[src/rtl/nn_fp_pkg.sv]
// rtl/nn_fp_pkg.sv - shared floating-point field constants and reduction FSM states
// Purpose : default float format, field-slice positions for that format,
//           FSM state encoding and an index-width helper used by the
//           float_argmax reduction block.
// Ports   : none (package).
package nn_fp_pkg;

  localparam int DEF_EXP_W    = 8;
  localparam int DEF_MAN_W    = 23;
  localparam int DEF_W        = 1 + DEF_EXP_W + DEF_MAN_W;
  localparam int DEF_SIGN_BIT = DEF_W - 1;
  localparam int DEF_EXP_MSB  = DEF_W - 2;
  localparam int DEF_EXP_LSB  = DEF_MAN_W;
  localparam int DEF_MAN_MSB  = DEF_MAN_W - 1;

  typedef enum logic {
    S_COLLECT = 1'b0,
    S_RESULT  = 1'b1
  } state_e;

  // Index width for n elements, never narrower than one bit.
  function automatic int idx_width(input int n);
    return (n > 1) ? $clog2(n) : 1;
  endfunction

endpackage

[src/rtl/fp_order_cmp.sv]
// rtl/fp_order_cmp.sv - combinational sign-magnitude float ordering comparator
// Purpose : orders two {sign, exp, man} values; +0 and -0 compare equal.
// Ports   : a, b    - operands (W = 1+EXP_W+MAN_W bits)
//           a_gt_b  - a strictly greater than b
//           a_eq_b  - a equal to b (bitwise, or both are zero of either sign)
//           a_nan   - a is NaN (exp all ones, man non-zero)
//           b_nan   - b is NaN
module fp_order_cmp #(
  parameter int EXP_W = 8,
  parameter int MAN_W = 23,
  localparam int W    = 1 + EXP_W + MAN_W
) (
  input  logic [W-1:0] a,
  input  logic [W-1:0] b,
  output logic         a_gt_b,
  output logic         a_eq_b,
  output logic         a_nan,
  output logic         b_nan
);

  logic             a_sign;
  logic             b_sign;
  logic [W-2:0]     a_mag;
  logic [W-2:0]     b_mag;
  logic             both_zero;

  assign a_sign = a[W-1];
  assign b_sign = b[W-1];
  assign a_mag  = a[W-2:0];
  assign b_mag  = b[W-2:0];

  assign a_nan = (&a[W-2:MAN_W]) & (|a[MAN_W-1:0]);
  assign b_nan = (&b[W-2:MAN_W]) & (|b[MAN_W-1:0]);

  // Zero magnitude makes the sign bit irrelevant.
  assign both_zero = (a_mag == '0) && (b_mag == '0);
  assign a_eq_b    = both_zero || (a == b);

  always_comb begin
    a_gt_b = 1'b0;
    if (both_zero) begin
      a_gt_b = 1'b0;
    end else if (a_sign != b_sign) begin
      a_gt_b = !a_sign;
    end else if (!a_sign) begin
      a_gt_b = (a_mag > b_mag);
    end else begin
      // Both negative: the larger magnitude is the smaller value.
      a_gt_b = (a_mag < b_mag);
    end
  end

endmodule

[src/rtl/float_argmax.sv]
// rtl/float_argmax.sv - streaming N-element float argmax/argmin reduction
// Purpose : accepts N elements over a valid/ready stream, tracks the extreme
//           value (max or min, chosen with element 0) and its index, and
//           presents the result on a back-pressured output port.
// Ports   : clk, rst (sync, active high)
//           find_min            - 0 argmax, 1 argmin, sampled with element 0
//           in_valid/in_ready   - element handshake, in_data = {sign,exp,man}
//           out_valid/out_ready - result handshake
//           out_index, out_value, out_nan - registered result
// Config  : FLOAT_ARGMAX_NAN_EN - NaN-aware ordering and sticky out_nan;
//           when undefined NaNs order by raw bits and out_nan is 0.
module float_argmax
  import nn_fp_pkg::*;
#(
  parameter int EXP_W = DEF_EXP_W,
  parameter int MAN_W = DEF_MAN_W,
  parameter int N     = 10,
  parameter int IDX_W = idx_width(N),
  localparam int W    = 1 + EXP_W + MAN_W
) (
  input  logic             clk,
  input  logic             rst,
  input  logic             find_min,
  input  logic             in_valid,
  output logic             in_ready,
  input  logic [W-1:0]     in_data,
  output logic             out_valid,
  input  logic             out_ready,
  output logic [IDX_W-1:0] out_index,
  output logic [W-1:0]     out_value,
  output logic             out_nan
);

  state_e           state_q, state_d;
  logic [IDX_W-1:0] cnt_q, cnt_d;
  logic [W-1:0]     best_val_q, best_val_d;
  logic [IDX_W-1:0] best_idx_q, best_idx_d;
  logic             mode_q, mode_d;
  logic             nan_q, nan_d;

  logic             a_gt_b;
  logic             a_eq_b;
  logic             a_nan;
  logic             b_nan;
  logic             better;
  logic             replace;
  logic             in_nan;
  logic             accept;
  logic             last_beat;

  fp_order_cmp #(
    .EXP_W (EXP_W),
    .MAN_W (MAN_W)
  ) u_cmp (
    .a      (in_data),
    .b      (best_val_q),
    .a_gt_b (a_gt_b),
    .a_eq_b (a_eq_b),
    .a_nan  (a_nan),
    .b_nan  (b_nan)
  );

  // Strict comparison in both modes so ties keep the earlier index.
  assign better = mode_q ? (!a_gt_b && !a_eq_b) : a_gt_b;

`ifdef FLOAT_ARGMAX_NAN_EN
  // A NaN never wins; a NaN held from element 0 yields to any real value.
  assign replace = !a_nan && (b_nan || better);
  assign in_nan  = a_nan;
`else
  logic unused_nan;
  assign unused_nan = a_nan | b_nan;
  assign replace    = better;
  assign in_nan     = 1'b0;
`endif

  assign accept    = in_valid && (state_q == S_COLLECT);
  assign last_beat = (cnt_q == IDX_W'(N - 1));

  always_comb begin
    state_d    = state_q;
    cnt_d      = cnt_q;
    best_val_d = best_val_q;
    best_idx_d = best_idx_q;
    mode_d     = mode_q;
    nan_d      = nan_q;
    case (state_q)
      S_COLLECT: begin
        if (accept) begin
          if (cnt_q == '0) begin
            best_val_d = in_data;
            best_idx_d = '0;
            mode_d     = find_min;
            nan_d      = in_nan;
          end else begin
            if (replace) begin
              best_val_d = in_data;
              best_idx_d = cnt_q;
            end
            nan_d = nan_q | in_nan;
          end
          if (last_beat) begin
            cnt_d   = '0;
            state_d = S_RESULT;
          end else begin
            cnt_d = cnt_q + 1'b1;
          end
        end
      end
      S_RESULT: begin
        if (out_ready) begin
          state_d = S_COLLECT;
        end
      end
      default: begin
        state_d = S_COLLECT;
      end
    endcase
  end

  always_ff @(posedge clk) begin
    if (rst) begin
      state_q    <= S_COLLECT;
      cnt_q      <= '0;
      best_val_q <= '0;
      best_idx_q <= '0;
      mode_q     <= 1'b0;
      nan_q      <= 1'b0;
    end else begin
      state_q    <= state_d;
      cnt_q      <= cnt_d;
      best_val_q <= best_val_d;
      best_idx_q <= best_idx_d;
      mode_q     <= mode_d;
      nan_q      <= nan_d;
    end
  end

  // Result fields are the running-best registers; they cannot change in
  // RESULT because no element is accepted there.
  assign in_ready  = (state_q == S_COLLECT);
  assign out_valid = (state_q == S_RESULT);
  assign out_index = best_idx_q;
  assign out_value = best_val_q;
  assign out_nan   = nan_q;

endmodule
[config.mk]
export PLATFORM = sky130hd
export DESIGN_NAME = float_argmax
export DESIGN_NICKNAME = d
export VERILOG_FILES = /design/src/rtl/nn_fp_pkg.sv /design/src/rtl/fp_order_cmp.sv /design/src/rtl/float_argmax.sv
export SDC_FILE = /design/constraint.sdc
export NUM_CORES = 1
export LEC_CHECK = 0
export BUFFER_PORTS_ARGS = -buffer_cell sky130_fd_sc_hd__buf_2
export CORE_UTILIZATION = 45
export DETAILED_ROUTE_END_ITERATION = 10
export GPL_TIMING_DRIVEN = 0
export PLACE_DENSITY = 0.69
export SETUP_SLACK_MARGIN = 0.15
export SLEW_MARGIN = 20
export SYNTH_ARGS = -nofsm -noshare
export SYNTH_HDL_FRONTEND = slang
export SYNTH_SLANG_ARGS = --single-unit
export TNS_END_PERCENT = 100
[constraint.sdc]
create_clock -name clk -period 5.2 [get_ports clk]
set_input_delay 1.04 -clock clk [delete_from_list [all_inputs] [get_ports clk]]
set_output_delay 1.04 -clock clk [all_outputs]
set_load 0.03 [all_outputs]
==> results.md <==
* Status: complete, no violations
* Synth Area in Simple Gates at 29.9%
* Core Util, Final at 55.5%
* Initial antenna violation count at 0
* Nets at 483
* Cell repeated most along the worst path: a21oi_1
* Mux cell area share after synthesis at 12.7%
* Syn_nets at 403
* Largest net degree at the start of global routing at 14
* Vias per cell at 5.17
* Drt initial violations at 84
* Post-synth cell types at 39
* Final setup fails at 0
* Post-CTS Repair Setup Buffers at 0
* Cts bufs inserted at 5
* Wirelength per Cell at 13.7 um
* Crit Reg-Reg Endpoint: out_index[3]$_SDFFE_PP0P_
* Setup TNS at 0 ns
* Die H at 83.5 um
* Crit Path Class: in -> reg
* Synth Area in Compound Gates at 7.33%
* CTS sink count at 42
* Hold Crit Class: reg -> reg
* Seq/Total Area, Yosys at 28.1%
* Ant. Diodes at 0
* FF-to-FF path depth at 12
* Leak at 0.00165 uW
* Die W at 83.5 um
* Clk_lat worst skew at 0.30 ns
* Worst IR Drop VDD at 0.173 mV
* Cells after Synth at 335
* Std cell rows at 29
* Fin crit period at 3.33 ns
* Via count at 2,548
* Async set-reset flop share out of synthesis at 0%
* Slowest-stage cell, CP: a2111oi_4
* Number of register bits inferred by synthesis at 42
* Crit path cell chain: buf_2 > ha_1 > a21oi_1 > a21oi_1 > o21ai_2 > o211ai_2 > a2111oi_4 > mux2i_1 > a21oi_1 > a31oi_1 > buf_6 > buf_12 > mux2i_1
* Max Clk Rate at 300 MHz
* Final wirelength at 6.75 mm
* Cell family with the largest share of critical-path delay: compound AO/OA/AOI/OAI gates
* Vias in the first global route at 2,460
* Placed wire-length estimate at 5.37 mm
* Share of layout cells above drive strength 1 at 23.1%
* I/O Buffers at 73
* Antenna-violating nets left at 0
* Iteration count of the initial detailed-routing pass at 4
* Longest Clk Path Bufs at 2
* # IOs at 76
* Required time of the critical path at 5.42 ns
* Clock Tree Root: clkbuf_8
* Arr. time, crit path at 3.55 ns
* Global-route wire length before repair at 11.5 mm
* Core Area at 0.00639 mm^2
* # resized after CTS at 0
* Post-synthesis xor/xnor area fraction at 0.586%
* GRT Total Usage at 20.3%
* Placer Congestion at 0.798
* Pwr Density at 266 mW/mm^2
* Endpoints failing hold at 0
* RSZ-0062 raised after global routing: no
* Worst Clk Skew at 0.00877 ns
* CTS tree: built
* Max-cap check violation count at 0
* Min-Delay Path Depth at 2
* Max incr delay on CP at 0.48 ns
* Starting Density at 46.8%
* Warning count from the yosys run at 0
* CP Buf/Inv Count at 3
* Syn Std Cell Area at 0.00299 mm^2
* Worst-path fanout max at 10
* Worst setup SP type: input pin
* Slew Viols, Final at 0
* Area growth from synthesis to layout at 18.6%
* Top_reg_cell synth: dfxtp_1
* Reg2reg setup slack at 2.27 ns
* Ratio of final minimum period to clock period at 64.0%
* Worst R2R Start: out_value[28]$_SDFFE_PP0P_
* Largest family of logic cells by synthesized area: simple AND/OR/NAND/NOR gates
* Hold_sp: out_index[1]$_SDFFE_PP0P_
* Hold path endpoint: out_index[1]$_SDFFE_PP0P_
* Die area at 0.00697 mm^2
* Synth Area per Inst at 8.92 um^2
* DRC violations left at 0
* Synth Area in Adders at 13.0%
* Gr ovfl total at 0
* Clk slew on worst S/H paths at 0.08 ns
* Hold buffers post-CTS at 0
* Critical Path End Type: flop
* Post-synth EDFFs at 0
* H-tree levels at 2
==> worst reg2reg max path, delay by kind of cell, from the launching register on <==
family,cells,cell delay [ns]
and+or+nand+nor,4,1.02
muxes,1,0.20
buffers and inverters,3,0.43
AOI/OAI and AO/OA,3,0.49
adders and majority gates,1,0.29
DFF,1,0.42
==> routing by layer <==
metal | vias to the layer above | wire length (um) | GRT usage (%)
met3 | 7 | 376 | 3.66
met2 | 80 | 3160 | 34.6
li1 | 1299 | - | -
met5 | - | 0 | 0
met1 | 1162 | 3130 | 26.4
met4 | 0 | 86 | 5.24
==> layout by cell type, fill, tap and decap left out, types with 2 or more instances in the layout <==
cell type / n
buf_2: 74
nor2b_1: 6
mux2i_1: 38
nand2b_1: 13
nand3_1: 5
nor4_1: 16
a21oi_1: 13
clkbuf_1: 6
a21oi_2: 2
inv_1: 34
clkbuf_8: 6
nor2_1: 15
nor3_1: 3
ha_1: 31
buf_6: 2
nand2_1: 14
nand4_1: 7
buf_12: 3
or2b_1: 59
o21ai_0: 6
dfxtp_1: 42
==> cell type report <==
class	instances	area [um^2]
Buffer	13	118
Clock buffer	6	82.6
Clock inverter	2	12.5
Fill cell	590	2840
Inverter	34	128
Multi-Input combinational cell	246	1900
Sequential cell	42	841
Tap cell	77	96.3
Timing Repair Buffer	73	365
==> how the worst max path moves through the flow <==
stage / startpoint / end / slack, ns / cells after the start
6_report: in_data[2] / out_index[3]$_SDFFE_PP0P_ / 1.87 / 13
5_1_grt: in_data[2] / out_index[3]$_SDFFE_PP0P_ / 1.68 / 13
4_1_cts: in_data[2] / out_value[17]$_SDFFE_PP0P_ / 1.86 / 13
3_5_place_dp: in_data[2] / out_index[3]$_SDFFE_PP0P_ / 1.54 / 13
3_3_place_gp: in_data[30] / out_value[20]$_SDFFE_PP0P_ / 1.61 / 12
2_1_floorplan: in_data[8] / out_index[3]$_SDFFE_PP0P_ / 1.94 / 12
==> synthesized netlist by cell type (all sizes together) (7+ instances only) <==
master | count | area (um^2)
a21oi | 15 | 82.6
buf | 7 | 95.1
dfxtp | 42 | 841
ha | 31 | 388
inv | 34 | 128
mux2i | 38 | 380
nand2 | 14 | 52.6
nand2b | 13 | 81.3
nand4 | 7 | 43.8
nor2 | 15 | 56.3
nor4 | 16 | 100
o21ai | 7 | 38.8
or2b | 60 | 452
==> registers in the layout, indices dropped and copies added (netlist names) <==
name and flops:
cnt_q 4, mode_q 1, out_index 4, out_valid 1, out_value 32
==> through the flow <==
stage	power [uW]	area, um^2	instances	worst slack (ns)	hold WS [ns]
after global routing	1000	3550	493	1.68	0.518
after global placement	714	3450	485	1.61	0.462
after detailed placement	723	3450	485	1.54	0.469
after CTS	954	3550	493	1.86	0.483
after floorplan	632	2990	335	1.94	0.460
final	941	3550	493	1.87	0.476
==> cell families (layout without fill, tap and decap cells) <==
| family | after synthesis | in the layout |
|---|---|---|
| muxes | 38 | 38 |
| other | 1 | 1 |
| buffers and inverters | 47 | 128 |
| xor gates and xnor gates | 2 | 2 |
| adders and majority gates | 31 | 31 |
| DFF | 42 | 42 |
| and+or+nand+nor | 143 | 143 |
| AOI/OAI and AO/OA | 31 | 31 |
==> power by group <==
part           leakage (uW)  internal, uW  switching, uW
clock             0.0000472           107            120
combinational       0.00126           145            186
sequential         0.000345           352           31.9
Power figures use the tool's default switching activity.
